<file path="config.mk">
export PLATFORM = sky130hd
export DESIGN_NAME = mem_write_data_encoder
export DESIGN_NICKNAME = d
export VERILOG_FILES = /design/src/rtl/mem_write_data_encoder.sv
export SDC_FILE = /design/constraint.sdc
export NUM_CORES = 1
export LEC_CHECK = 0
export CORE_UTILIZATION = 47
export CTS_BUF_LIST = sky130_fd_sc_hd__clkbuf_8
export CTS_CLUSTER_DIAMETER = 120
export DETAILED_ROUTE_END_ITERATION = 8
export GPL_TIMING_DRIVEN = 0
export HOLD_SLACK_MARGIN = 0.12
export PLACE_DENSITY = 0.89
export SETUP_SLACK_MARGIN = 0.02
export SLEW_MARGIN = 30
export SYNTH_ARGS = -nofsm -noshare
export SYNTH_HDL_FRONTEND = slang
export SYNTH_SLANG_ARGS = --single-unit
</file>
<file path="constraint.sdc">
create_clock -name clk -period 3 [get_ports clk]
set_input_delay 0.45 -clock clk [delete_from_list [all_inputs] [get_ports clk]]
set_output_delay 0.45 -clock clk [all_outputs]
set_load 0.05 [all_outputs]
</file>
<file path="src/rtl/mem_write_data_encoder.sv">
// rtl/mem_write_data_encoder.sv - big-endian store lane encoder with single-outstanding req/ack write port
// Optional misalignment trap: define MEM_WRITE_MISALIGN_TRAP_EN.
module mem_write_data_encoder #(
  parameter int TIMEOUT_CYCLES = 16,
  parameter int CNT_W          = 8
) (
  input  logic        clk,
  input  logic        rst,
  input  logic        st_valid,
  output logic        st_ready,
  input  logic [31:0] st_addr,
  input  logic [31:0] st_data,
  input  logic [1:0]  st_ds,
  output logic        st_done,
  output logic        st_err,
  output logic [1:0]  st_err_code,
  output logic        mem_req,
  output logic [31:0] mem_addr,
  output logic [31:0] mem_wdata,
  output logic [3:0]  mem_be,
  input  logic        mem_ack
);

  typedef enum logic {IDLE, REQ} state_t;

  localparam bit             TO_EN   = (TIMEOUT_CYCLES > 0);
  localparam logic [CNT_W-1:0] TO_LAST = CNT_W'(TIMEOUT_CYCLES - 1);

  state_t           state;
  logic [CNT_W-1:0] cnt;
  logic [1:0]       ofs;
  logic [31:0]      enc_wdata;
  logic [3:0]       enc_be;
  logic             misalign;

  assign ofs = st_addr[1:0];

  // Big-endian lanes: offset 0 is the most significant byte.
  always_comb begin
    enc_wdata = 32'h0;
    enc_be    = 4'b0000;
    case (st_ds)
      2'b00: begin
        enc_wdata = st_data;
        enc_be    = 4'b1111;
      end
      2'b01: begin
        if (ofs[1]) begin
          enc_wdata = {16'h0, st_data[15:0]};
          enc_be    = 4'b0011;
        end else begin
          enc_wdata = {st_data[15:0], 16'h0};
          enc_be    = 4'b1100;
        end
      end
      2'b10: begin
        case (ofs)
          2'd0: begin enc_wdata = {st_data[7:0], 24'h0};        enc_be = 4'b1000; end
          2'd1: begin enc_wdata = {8'h0, st_data[7:0], 16'h0};  enc_be = 4'b0100; end
          2'd2: begin enc_wdata = {16'h0, st_data[7:0], 8'h0};  enc_be = 4'b0010; end
          default: begin enc_wdata = {24'h0, st_data[7:0]};     enc_be = 4'b0001; end
        endcase
      end
      default: begin
        enc_wdata = 32'h0;
        enc_be    = 4'b0000;
      end
    endcase
  end

`ifdef MEM_WRITE_MISALIGN_TRAP_EN
  assign misalign = ((st_ds == 2'b00) && (ofs != 2'b00)) ||
                    ((st_ds == 2'b01) && ofs[0]);
`else
  assign misalign = 1'b0;
`endif

  always_ff @(posedge clk) begin
    if (rst) begin
      state       <= IDLE;
      cnt         <= '0;
      st_ready    <= 1'b1;
      st_done     <= 1'b0;
      st_err      <= 1'b0;
      st_err_code <= 2'b00;
      mem_req     <= 1'b0;
      mem_addr    <= 32'h0;
      mem_wdata   <= 32'h0;
      mem_be      <= 4'b0000;
    end else begin
      st_done <= 1'b0;
      st_err  <= 1'b0;
      case (state)
        IDLE: begin
          if (st_valid) begin
            if (st_ds == 2'b11) begin
              st_err      <= 1'b1;
              st_err_code <= 2'b01;
            end else if (misalign) begin
              st_err      <= 1'b1;
              st_err_code <= 2'b10;
            end else begin
              mem_addr  <= {st_addr[31:2], 2'b00};
              mem_wdata <= enc_wdata;
              mem_be    <= enc_be;
              mem_req   <= 1'b1;
              st_ready  <= 1'b0;
              cnt       <= '0;
              state     <= REQ;
            end
          end
        end
        REQ: begin
          // Ack takes priority over a timeout landing in the same cycle.
          if (mem_ack) begin
            mem_req  <= 1'b0;
            st_done  <= 1'b1;
            st_ready <= 1'b1;
            cnt      <= '0;
            state    <= IDLE;
          end else if (TO_EN && (cnt == TO_LAST)) begin
            mem_req     <= 1'b0;
            st_err      <= 1'b1;
            st_err_code <= 2'b11;
            st_ready    <= 1'b1;
            cnt         <= '0;
            state       <= IDLE;
          end else begin
            cnt <= cnt + 1'b1;
          end
        end
        default: begin
          state    <= IDLE;
          st_ready <= 1'b1;
          mem_req  <= 1'b0;
        end
      endcase
    end
  end

endmodule

</file>
# Yosys cells after proc, flatten, opt, wreduce, memory -nomap -nowiden
# Index checks and enable logic that the tools add are counted.
# totals
ff_bits,81
input_bits,70
output_inout_bits,74
# classes
add_sub_neg,1
n_eq_ne,12
n_mux,37
n_bitwise,2
n_reduce_logical,7
# ops
op,n
$pmux 32 s3,2
$mux 32,1
$mux 8,4
$pmux 4 s3,2
$mux 1,17
$pmux 8 s2,1
$add 8x1->8 const B,1
$eq 8x4->1 const B,1
$mux 2,4
$ne 2x2->1 const B,4
$pmux 1 s2,4
$eq 2x2->1 const B,3
$reduce_and 3->1,2
$eq 2x1->1 const B,2
$logic_not 2->1,2
$mux 4,1
$pmux 2 s2,1
$reduce_and 4->1,1
$ne 3x2->1 const B,1
$ne 2x1->1 const B,1
$not 1->1,2
$reduce_and 2->1,1
$reduce_or 2->1,1

# Depth between registers and ports, before layout
# Gate-level depths: netlist of the first run.
# logic_depth
ltp_word,4
ltp_mapped,7

# Worst setup path before layout of the first run
# No wires, ideal clock.
# synth_path
path_type,input port to flip-flop
startpoint,input st_ds[1]
endpoint,register mem_req
arrival_ps,1477
t_required_ps,2871
setup_slack_ps,1393
path_stages,5
path_buffers,1
cell_sequence,buf_2 > a21boi_0 > nor2_2 > o21ai_4 > o22ai_1
# synth_between
elab_chain_cells,3
# synth_lines
item,line_no,text
from (decl),13,"input logic [1:0] st_ds,"
$eq 2x2->1,96,if (st_ds == 2'b11) begin
$ne 2x2->1 (no source line),--,
$reduce_and 3->1 (no source line),--,
to (signal assigned),106,mem_req <= 1'b1;
to (signal assigned),116,mem_req <= 1'b0;
to (signal assigned),122,mem_req <= 1'b0;
to (decl),17,"output logic mem_req,"
# No other way between the ends.
# A chain may end at the register's enable or synchronous reset.

# Worst setup path after layout of the first run
# layout_path
startpoint,input st_ds[0]
endpoint,register mem_wdata[14]
# layout_between
elab_chain_cells,3
elab_cells_between_ends,7
classes_between,eq/ne: 3; mux: 1; bitwise: 1; reduce/logical: 2
# layout_lines
item,line_no,text
$eq 2x2->1,96,
$not 1->1 (no source line),--,
$reduce_and 3->1 (no source line),--,
to (signal assigned),104,mem_wdata <= enc_wdata;
to (decl),19,"output logic [31:0] mem_wdata,"
# Parallel ways exist; a longest one is shown, timed or not.

==> results of run 1 <==
==> stage by stage <==
stage | hold slack [ns] | power, mW | utilization (%)
floorplan | 0.4749 | 1.613 | -
global placement | 0.4355 | 1.879 | 71.07
detailed placement | 0.4468 | 1.894 | 71.07
CTS | 0.4592 | 2.693 | 74.03
global route | 0.4825 | 2.788 | 74.03
finish | 0.4583 | 2.688 | 74.03
==> state kept, by name, indices dropped and copies added (netlist names) <==
signal       flops
st_err_code      2
st_ready         1
mem_be           4
mem_addr        30
st_done          1
mem_wdata       32
state            1
mem_req          1
cnt              8
st_err           1
==> layout make-up <==
type / count / area share [%]
tap: 96 / 2.388
buffer: 33 / 3.333
sequential: 81 / 32.24
clock buffer: 9 / 2.463
inverter: 3 / 0.2239
timing repair buffer: 139 / 27.66
clock inverter: 7 / 1.542
multi-input combinational: 281 / 30.15
==> cells by family (layout without fill, tap and decap cells) <==
logic type | after synthesis | after routing | synth area share, %
XOR/XNOR | 4 | 4 | 1.057
AO/OA/AOI/OAI | 105 | 105 | 21.00
flip-flops | 81 | 81 | 48.94
other | 1 | 2 | 0.1132
adder cells (fa/ha/maj) | 1 | 1 | 0.3776
AND/OR/NAND/NOR | 169 | 169 | 23.11
buffers and inverters | 36 | 191 | 5.400
==> placed cells by master, fill, tap and decap left out, types with 9 or more instances in the layout <==
master	count
o211ai_1	11
nand3_1	9
nor2b_1	11
clkdlybuf4s50_1	139
clkbuf_1	15
nor3_1	24
nor2_1	28
clkbuf_8	9
a221oi_1	16
nand2_1	82
dfxtp_1	81
a21oi_1	55
==> worst reg2reg max path: stages (launching register included) <==
cell	delay [ns]
dfxtp_1	0.31
buf_2	0.19
nand2b_1	0.19
nand2b_1	0.12
buf_2	0.16
clkbuf_1	0.47
nand2_1	0.16
a21oi_1	0.14
==> power by group through the flow <==
stage	Clock [mW]	Combinational, mW	Sequential, mW
floorplan	0	0.197	1.42
global placement	0	0.682	1.20
detailed placement	0	0.694	1.20
CTS	0.819	0.698	1.18
global route	0.868	0.737	1.18
finish	0.811	0.700	1.18
==> worst max path at each step <==
| stage | to | slack (ns) | start |
|---|---|---|---|
| after floorplan | mem_req$_SDFFE_PP0P_ | 1.39 | st_ds[1] |
| after global placement | mem_wdata[11]$_SDFFE_PP0P_ | 0.64 | st_ds[0] |
| after detailed placement | mem_wdata[11]$_SDFFE_PP0P_ | 0.58 | st_ds[0] |
| after CTS | mem_wdata[14]$_SDFFE_PP0P_ | 0.92 | st_ds[0] |
| after global routing | mem_wdata[14]$_SDFFE_PP0P_ | 0.79 | st_ds[0] |
| final | mem_wdata[14]$_SDFFE_PP0P_ | 0.91 | st_ds[0] |
==> metal layers <==
layer / share of wire, % / global-route usage (%) / vias up
met1: 37 / 33.01 / 1650
met5: 0 / 0 / -
li1: - / - / 1685
met2: 49 / 47.98 / 181
met3: 9.9 / 7.700 / 36
met4: 3.6 / 16.06 / 0
==> summary.md, run 1 <==
| Metric | Value |
|---|---|
| Router iterations before antenna repair | `5` |
| Critical path's top delay family | `buffers and inverters` |
| DRT iter0 DRCs | `about 230` |
| Worst-margin pin slew | `0.8851 ns` |
| Area leader, netlist | `dfxtp_1` |
| Post-synth top cells | `nand2_1, dfxtp_1, a21oi_1, nor2_1, nor3_1` |
| Row count | `30` |
| Final nets | `~620` |
| Comb power frac | `approximately a quarter` |
| YS warnings | `0` |
| Crit-path cells | `clkdlybuf4s50_1, buf_6, nor2b_1, clkbuf_1, nor2_2, a221oi_1, nor3_1` |
| Die span in y | `85.96 um` |
| Post-CTS sizing | `0` |
| Leak pwr | `1.899 nW` |
| Die width | `between 80 and 90 um` |
| Tightest Hold Check Type | `reg2reg` |
| Initial antenna violation count | `0` |
| Final Hold Violating Endpoints | `0` |
| Critical R2R Launch | `state$_SDFF_PP0_` |
| Outcome | `finished clean` |
| Net Sw Frac | `33.14%` |
| Crit path buf inv count | `3` |
| Clk buf depth | `2` |
| Area share of the largest cell type after synthesis | `just under 50%` |
| DP Area | `about 4800 um^2` |
| Post-synth EDFFs | `0` |
| Rel. slew slack | `40.46%` |
| Clock Sinks | `roughly 80` |
| Max Cap Viol | `0` |
| Net Sw Power | `890.9 uW` |
| Setup TNS | `0 ns` |
| Critical Path AT | `between 2 and 2.5 ns` |
| Core Footprint | `6794 um^2` |
| Netlist cell types | `40` |
| Hold Path Origin | `mem_addr[17]$_SDFFE_PP0P_` |
| All-Layer GR Usage | `between 20 and 30%` |
| Layout cells sized above 1 | `approximately 7.2%` |
| ANT nets after route | `0` |
| Clk network pwr share | `a little under a third` |
| RSZ-0062 raised after global routing | `no` |
| Pint | `~1.8 mW` |
| Crit path depth | `7` |
| FF+latch area | `1622 um^2` |
| Clk_skew | `slightly below 0.008 ns` |
| Area of the multi-input gates | `~1500 um^2` |
| Die Area | `about 7400 um^2` |
| Routed vias/inst | `roughly 5.5` |
| CP Max Fanout | `10` |
| Critical path's slowest cell | `clkdlybuf4s50_1` |
| Yosys reg bits | `81` |
| Ports | `144` |
| Avg Inst Size Synth | `about 8.3 um^2` |
| Fin crit share | `a little over two thirds` |
| Worst path required time | `~3.2 ns` |
| Synthesis-to-finish area growth | `51.81%` |
| WL/cell | `16.14 um` |
| Worst-Skew Late Latency | `between 0.3 and 0.4 ns` |
| Hold EP | `mem_addr[17]$_SDFFE_PP0P_` |
| Post-DP HPWL | `approximately 7.6 mm` |
| Hold Crit Depth | `2` |
| Detailed Route WL | `10.47 mm` |
| # DRC | `0` |
| CTS Buf Count | `9` |
| VDD IR max | `425.5 uV` |
| First-pass GRT wire length | `roughly 16 mm` |
| TritonCTS clock tree | `yes` |
| Clock slew at reported path FFs | `~0.090 ns` |
| Vias | `roughly 3.6k` |
| Critical Path Start Type | `input port` |
| GRT overflow | `0` |
| Final non-filler cell total | `about 650` |
| Diodes inserted | `0` |
| Crit end category | `flip-flop` |
| Clk root buf | `clkbuf_8` |
| Htree depth | `3` |
| Flop pwr share | `a little over two fifths` |
| Setup CP Type | `in2reg` |
| Worst slack at placement | `between 0.5 and 0.6 ns` |
| R2R Path End | `mem_wdata[6]$_SDFFE_PP0P_` |
| Gate count of the mapped netlist | `between 300 and 400` |
| Pin count of the biggest net entering global routing | `16` |
| Finished Cell Area | `5030 um^2` |
| Final WS setup | `0.9094 ns` |
| Post-synthesis sequential area ratio | `about half` |
| Placer Congestion | `between 0.8 and 0.9` |
| Synthesized area | `roughly 3300 um^2` |
| PortBufs | `~140` |
| Min cycle time layout | `about 2.1 ns` |
| Ys async rst share | `0%` |
| Filler cell count | `513` |
| Post-Place Cells | `around 630` |
| Post-CTS Hold Buffers | `0` |
| Final setup viols | `0` |
| Top cells by area, synth | `dfxtp_1, nand2_1, a21oi_1` |
| Most common cell in the netlist | `nand2_1` |
| Vias in the first global route | `3437` |
| Reg2Reg Depth | `7` |
| Crit path largest cell delay | `~0.51 ns` |
| Post-CTS setup buffers | `0` |
| Max-slew violations | `0` |
| Top_reg_cell synth | `dfxtp_1` |
| Initial core utilization | `about half` |
| Power per cell area | `534.4 nW/um^2` |
| Achievable Freq | `478.3 MHz` |
| R2R setup slack | `approximately 1.2 ns` |
(Power assumes the default switching activity.)
==> run 2: changes to the inputs <==
--- a/config.mk
+++ b/config.mk
@@ -5,13 +5,13 @@
 export SDC_FILE = /design/constraint.sdc
 export NUM_CORES = 1
 export LEC_CHECK = 0
-export CORE_UTILIZATION = 47
+export CORE_UTILIZATION = 43
 export CTS_BUF_LIST = sky130_fd_sc_hd__clkbuf_8
 export CTS_CLUSTER_DIAMETER = 120
 export DETAILED_ROUTE_END_ITERATION = 8
 export GPL_TIMING_DRIVEN = 0
 export HOLD_SLACK_MARGIN = 0.12
-export PLACE_DENSITY = 0.89
+export PLACE_DENSITY = 0.83
 export SETUP_SLACK_MARGIN = 0.02
 export SLEW_MARGIN = 30
 export SYNTH_ARGS = -nofsm -noshare
==> constraint.sdc (replaced) <==
create_clock -name clk -period 2 [get_ports clk]
set_input_delay 0.3 -clock clk [delete_from_list [all_inputs] [get_ports clk]]
set_output_delay 0.3 -clock clk [all_outputs]
set_load 0.05 [all_outputs]
==> run 2 against run 1 <==
Effect of this change:
- via count decreased by 4.0%
- cell area shrank 0.70%
- wire length is 4.7% lower
- sequential power grew 49%
- global-route usage down 3.6 points
- clock-buffer cell count unchanged
- highest routed layer unchanged
==> summary.md, run 2 (same netlist as run 1, synthesis figures left out) <==
| Metric | Value |
|---|---|
| Crit end category | `flip-flop` |
| Pin count of the biggest net entering global routing | `14 (-2)` |
| Largest registers | `mem_wdata: 32 flops, mem_addr: 30 flops, cnt: 8 flops` |
| TritonCTS clock tree | `yes` |
| Setup TNS | `0 ns (unchanged)` |
| ANT nets after route | `0 (unchanged)` |
| Clk_skew | `0.009493 ns (+0.001665 ns)` |
| Initial antenna violation count | `0 (unchanged)` |
| RSZ-0062 raised after global routing | `no` |
| Hold slack | `0.4369 ns (-0.02140 ns)` |
| Worst path required time | `2.21 ns (-1.01 ns)` |
| Crit path largest cell delay | `0.65 ns (+0.14 ns)` |
| Detailed Route WL | `9.982 mm (-4.7%)` |
| DRT iter0 DRCs | `185 (-20%)` |
| Layout cells sized above 1 | `7.065% (-0.17 points)` |
| Clk root buf | `clkbuf_8` |
| Outcome | `finished clean` |
| Biggest register | `mem_wdata` |
| Clk buf depth | `2 (unchanged)` |
| Post-CTS sizing | `0 (unchanged)` |
| Htree depth | `3 (unchanged)` |
| Placer Congestion | `0.8764 (-0.33%)` |
| Post-CTS setup buffers | `0 (unchanged)` |
| Critical Path AT | `2.06 ns (-0.25 ns)` |
| Post-DP HPWL | `7.528 mm (-1.2%)` |
| Ports | `144 (unchanged)` |
| Crit-path cells | `clkdlybuf4s50_1, buf_6, a21boi_0, nor2_2, o21ai_4, o22ai_1` |
| CP Max Fanout | `10 (unchanged)` |
| Clock Sinks | `81 (unchanged)` |
| Critical path's slowest cell | `a21boi_0` |
| GRT overflow | `0 (unchanged)` |
| DRT met1 WL | `4.002 mm (+2.2%)` |
| Fin crit share | `92.61%` |
| Vias | `3409 (-4.0%)` |
| Die span in y | `89.78 um (+4.4%)` |
| Initial core utilization | `44.96% (-3.8 points)` |
| Hold Path Origin | `st_addr[1]` |
| Leak pwr | `1.884 nW (-0.77%)` |
| Max Cap Viol | `0 (unchanged)` |
| Layout Utilization | `67.78% (-6.3 points)` |
| Achievable Freq | `539.9 MHz` |
| Routed vias/inst | `5.237 (-4.3%)` |
| First-pass GRT wire length | `16.15 mm (-1.1%)` |
| Rel. slew slack | `45.93% (+5.5 points)` |
| Tightest Hold Check Type | `in2reg` |
| Critical R2R Launch | `state$_SDFF_PP0_` |
| Top sig layer | `met4` |
| Most common cell after layout, fill and taps aside | `clkdlybuf4s50_1` |
| Max-slew violations | `0 (unchanged)` |
| Critical path's top delay family | `compound AO/OA/AOI/OAI gates` |
| Final nets | `619 (unchanged)` |
| Min cycle time layout | `roughly 1.9 ns` |
| VDD IR max | `450.2 uV (+5.8%)` |
| Critical Path Start Type | `input port` |
| WL/cell | `15.33 um (-5.0%)` |
| # DRC | `0 (unchanged)` |
| Worst-Skew Late Latency | `0.34 ns (about the same)` |
| Crit path buf inv count | `2 (-1)` |
| Number of flip-flops in the largest register | `32 (unchanged)` |
| Die width | `89.78 um (+4.4%)` |
| Most frequent cells in the layout | `clkdlybuf4s50_1, nand2_1, dfxtp_1` |
| PortBufs | `139 (unchanged)` |
| Clock slew at reported path FFs | `0.08 ns (about the same)` |
| Core Footprint | `7370 um^2 (+8.5%)` |
| All-Layer GR Usage | `25.05% (-3.6 points)` |
| Synthesis-to-finish area growth | `50.76%` |
| CTS Buf Count | `9 (unchanged)` |
| Die Area | `8060 um^2 (+9.1%)` |
| Metal2 WL | `4.883 mm (-5.0%)` |
| Power per cell area | `764.4 nW/um^2 (+43%)` |
| Worst-margin pin slew | `0.8038 ns (-0.08129 ns)` |
| Setup CP Type | `in2reg` |
| Met3 WL | `762 um (-26%)` |
| Row count | `31 (+3.3%)` |
| Post-CTS Hold Buffers | `0 (unchanged)` |
| Final setup viols | `0 (unchanged)` |
| Final WS setup | `0.1478 ns (-0.7616 ns)` |
| Vias in the first global route | `3304 (-3.9%)` |
| Final Hold Violating Endpoints | `0 (unchanged)` |
| Diodes inserted | `0 (unchanged)` |
| Router iterations before antenna repair | `5 (unchanged)` |
| Worst slack at placement | `-0.1676 ns (-0.7519 ns)` |
| Worst Setup SP | `st_ds[0]` |
-- run 2: cell types whose count changed in the layout (fill, tap and decap cells not counted), sizes merged --
cell	before	now
inv	5	4
clkinvlp	1	2
bufinv	1	0
-- run 2: worst paths after layout --
path | end | slack (ns) | cells past startpoint
max | mem_req$_SDFFE_PP0P_ | 0.15 | 6
min | mem_be[3]$_SDFFE_PP0P_ | 0.44 | 4
max reg2reg | mem_wdata[4]$_SDFFE_PP0P_ | 0.24 | 7
min reg2reg | mem_addr[29]$_SDFFE_PP0P_ | 0.46 | 2
-- run 2: worst reg2reg max path, cell delays in order, from the launching register on --
cell	delay, ns
dfxtp_1	0.31
buf_2	0.19
nand2b_1	0.21
nand2b_1	0.12
buf_2	0.15
clkbuf_1	0.43
nand2_1	0.14
a21oi_1	0.14
-- run 2: power by group --
part | internal, mW | total, mW | switching, mW | leakage, nW
registers | 1.71 | 1.76 | 0.0517 | 0.664
clock network | 0.437 | 1.01 | 0.577 | 0.0823
logic | 0.399 | 1.04 | 0.644 | 1.14
total | 2.55 | 3.82 | 1.27 | 1.88
-- run 2: layout make-up --
class                      count  area (um^2)
fill                         611         2375
sequential                    81         1622
multi-input combinational    281         1516
timing repair buffer         139         1391
buffer                        33        168.9
clock buffer                   9        123.9
tap                           99        123.9
clock inverter                 6        37.54
inverter                       3        11.26
-- run 2: metrics by stage --
step	cells	instance area (um^2)	total power, mW
floorplan	398	3317	2.419
global placement	636	4832	2.823
detailed placement	636	4832	2.838
CTS	651	4994	3.830
global route	651	4995	3.965
finish	651	4995	3.818
-- run 2: layer usage --
metal / GRT usage [%] / vias to the layer above
met1: 30.22 / 1560
met4: 12.02 / 0
li1: - / 1678
met5: 0 / -
met2: 42.31 / 145
met3: 5.415 / 26
==> run 3: changes to the inputs <==
--- a/config.mk
+++ b/config.mk
@@ -6,14 +6,13 @@
 export NUM_CORES = 1
 export LEC_CHECK = 0
 export CORE_UTILIZATION = 43
-export CTS_BUF_LIST = sky130_fd_sc_hd__clkbuf_8
+export CTS_BUF_LIST = sky130_fd_sc_hd__clkbuf_4
 export CTS_CLUSTER_DIAMETER = 120
 export DETAILED_ROUTE_END_ITERATION = 8
 export GPL_TIMING_DRIVEN = 0
 export HOLD_SLACK_MARGIN = 0.12
 export PLACE_DENSITY = 0.83
 export SETUP_SLACK_MARGIN = 0.02
-export SLEW_MARGIN = 30
 export SYNTH_ARGS = -nofsm -noshare
 export SYNTH_HDL_FRONTEND = slang
 export SYNTH_SLANG_ARGS = --single-unit
==> run 3 against run 2 <==
Effect of this change:
- die area stayed put
- largest cell class unchanged
- non-clock buffer count is the same
- core utilization decreased by 0.73 points
- cell area fell by 1.1%
- first-iteration DRC count increased by 10%
- clock skew up 0.0040 ns
- critical endpoint is now mem_wdata[16]
- sequential share of layout area is 0.35 points higher
- sequential power barely moved
==> summary.md, run 3 (same netlist as run 1, synthesis figures left out) <==
| Metric | Value |
|---|---|
| Min cycle time layout | `1.914 ns (+0.06157 ns)` |
| Worst path required time | `1.70 ns (-0.51 ns)` |
| Max-slew violations | `0 (unchanged)` |
| Worst-margin pin slew | `0.8206 ns (+0.01681 ns)` |
| Biggest register | `mem_wdata` |
| Tightest Hold Check Type | `in2reg` |
| Clk buf depth | `2 (unchanged)` |
| Crit path depth | `1 (-5)` |
| Clk_skew | `0.01350 ns (+0.004008 ns)` |
| Achievable Freq | `522.5 MHz (-3.2%)` |
| Row count | `31 (unchanged)` |
| Filler cell count | `614 (+0.49%)` |
| Fin crit share | `95.69% (+3.1 points)` |
| Setup TNS | `0 ns (unchanged)` |
| Routed vias/inst | `5.201 (-0.67%)` |
| CTS Buf Count | `9 (unchanged)` |
| Die width | `89.78 um (unchanged)` |
| Reg2Reg Depth | `7 (unchanged)` |
| Post-CTS sizing | `0 (unchanged)` |
| Post-DP HPWL | `7.528 mm (unchanged)` |
| All-Layer GR Usage | `25.00% (-0.054 points)` |
| PortBufs | `139 (unchanged)` |
| Critical Path Start Type | `flip-flop` |
| Initial antenna violation count | `0 (unchanged)` |
| Crit path buf inv count | `1 (-1)` |
| Final Hold Violating Endpoints | `0 (unchanged)` |
| Crit path largest cell delay | `0.86 ns (+0.21 ns)` |
| Post-CTS setup buffers | `0 (unchanged)` |
| Vias in the first global route | `3296 (-0.24%)` |
| Layout cells sized above 1 | `7.065% (unchanged)` |
| Finished Cell Area | `4941 um^2 (-1.1%)` |
| Rel. slew slack | `44.80% (-1.1 points)` |
| Diodes inserted | `0 (unchanged)` |
| GRT overflow | `0 (unchanged)` |
| Largest registers | `mem_wdata: 32 flops, mem_addr: 30 flops, cnt: 8 flops` |
| Final setup viols | `0 (unchanged)` |
| Most frequent cells in the layout | `clkdlybuf4s50_1, nand2_1, dfxtp_1` |
| Hold Crit Depth | `4 (unchanged)` |
| Critical path's slowest cell | `clkdlybuf4s50_1` |
| Pin count of the biggest net entering global routing | `14 (unchanged)` |
| Crit end category | `output pin` |
| Layout Utilization | `67.05% (-0.73 points)` |
| Setup CP Type | `reg2out` |
| Post-CTS Hold Buffers | `0 (unchanged)` |
| Crit-path cells | `clkdlybuf4s50_1` |
| Ports | `144 (unchanged)` |
| RSZ-0062 raised after global routing | `no` |
| Number of flip-flops in the largest register | `32 (unchanged)` |
| Final nets | `619 (unchanged)` |
| # DRC | `0 (unchanged)` |
| Clk root buf | `clkbuf_4` |
| Router iterations before antenna repair | `4 (-1)` |
| Critical path's top delay family | `buffers and inverters` |
| Worst-Skew Late Latency | `0.41 ns (+0.07 ns)` |
| Die span in y | `89.78 um (unchanged)` |
| Clock slew at reported path FFs | `0.12 ns (+0.04 ns)` |
| Most common cell after layout, fill and taps aside | `clkdlybuf4s50_1` |
| CP Max Fanout | `2 (-8)` |
| Clock Sinks | `81 (unchanged)` |
| Vias | `3386 (-0.67%)` |
| Final WS setup | `0.08624 ns (-0.06157 ns)` |
| Leak pwr | `1.857 nW (-1.4%)` |
| Worst slack at placement | `-0.1676 ns (unchanged)` |
| DP Area | `4832 um^2 (unchanged)` |
| TritonCTS clock tree | `yes` |
| WL/cell | `15.15 um (-1.2%)` |
| Synthesis-to-finish area growth | `49.13%` |
| Placer Congestion | `0.8764 (unchanged)` |
| Htree depth | `3 (unchanged)` |
| Detailed Route WL | `9.862 mm (-1.2%)` |
| Core Footprint | `7370 um^2 (unchanged)` |
| Power per cell area | `730.7 nW/um^2 (-4.4%)` |
| Max Cap Viol | `0 (unchanged)` |
| DRT iter0 DRCs | `204 (+10%)` |
| First-pass GRT wire length | `16.15 mm (unchanged)` |
| Initial core utilization | `44.96% (unchanged)` |
| ANT nets after route | `0 (unchanged)` |
| Outcome | `finished clean` |
| Design Power | `3.611 mW (-5.4%)` |
| VDD IR max | `409.9 uV (-9.0%)` |
| Die Area | `8060 um^2 (unchanged)` |
| Critical Path AT | `1.61 ns (-0.45 ns)` |
-- run 3: area by class of cell --
cell class / instances / area [um^2] / area share (%)
repair buffers: 139 / 1391 / 28.16
well taps: 99 / 123.9 / 2.507
clock buffers: 10 / 75.07 / 1.519
flip-flops and latches: 81 / 1622 / 32.82
inverters: 3 / 11.26 / 0.2279
plain buffers: 33 / 167.7 / 3.393
clock inverters: 5 / 33.78 / 0.6837
multi-input cells: 281 / 1516 / 30.69
-- run 3: where the power goes --
group	switching [mW]	internal [mW]	leakage, nW
Combinational	0.643	0.398	1.14
Clock	0.545	0.261	0.0582
Sequential	0.0520	1.71	0.664
Total	1.24	2.37	1.86
-- run 3: per-layer routing --
metal  vias up  global-route usage [%]  wire length [um]
met1      1542                   30.27              3923
met3        22                   5.415               819
met5         -                       0                 0
met2       141                   42.24              4840
li1       1681                       -                 -
met4         0                   11.61               279
-- run 3: stage by stage --
stage,hold WS [ns],cells
floorplan,0.4360,398
global placement,0.4354,636
detailed placement,0.4459,636
CTS,0.3361,651
global route,0.3855,651
finish,0.3569,651
-- run 3: final timing paths --
path                                                 start  slack, ns                        end
worst max-delay path            mem_wdata[16]$_SDFFE_PP0P_       0.09              mem_wdata[16]
worst min-delay path                            st_addr[1]       0.36     mem_be[3]$_SDFFE_PP0P_
worst max register to register            state$_SDFF_PP0_       0.23  mem_wdata[4]$_SDFFE_PP0P_
worst min register to register   mem_addr[29]$_SDFFE_PP0P_       0.46  mem_addr[29]$_SDFFE_PP0P_
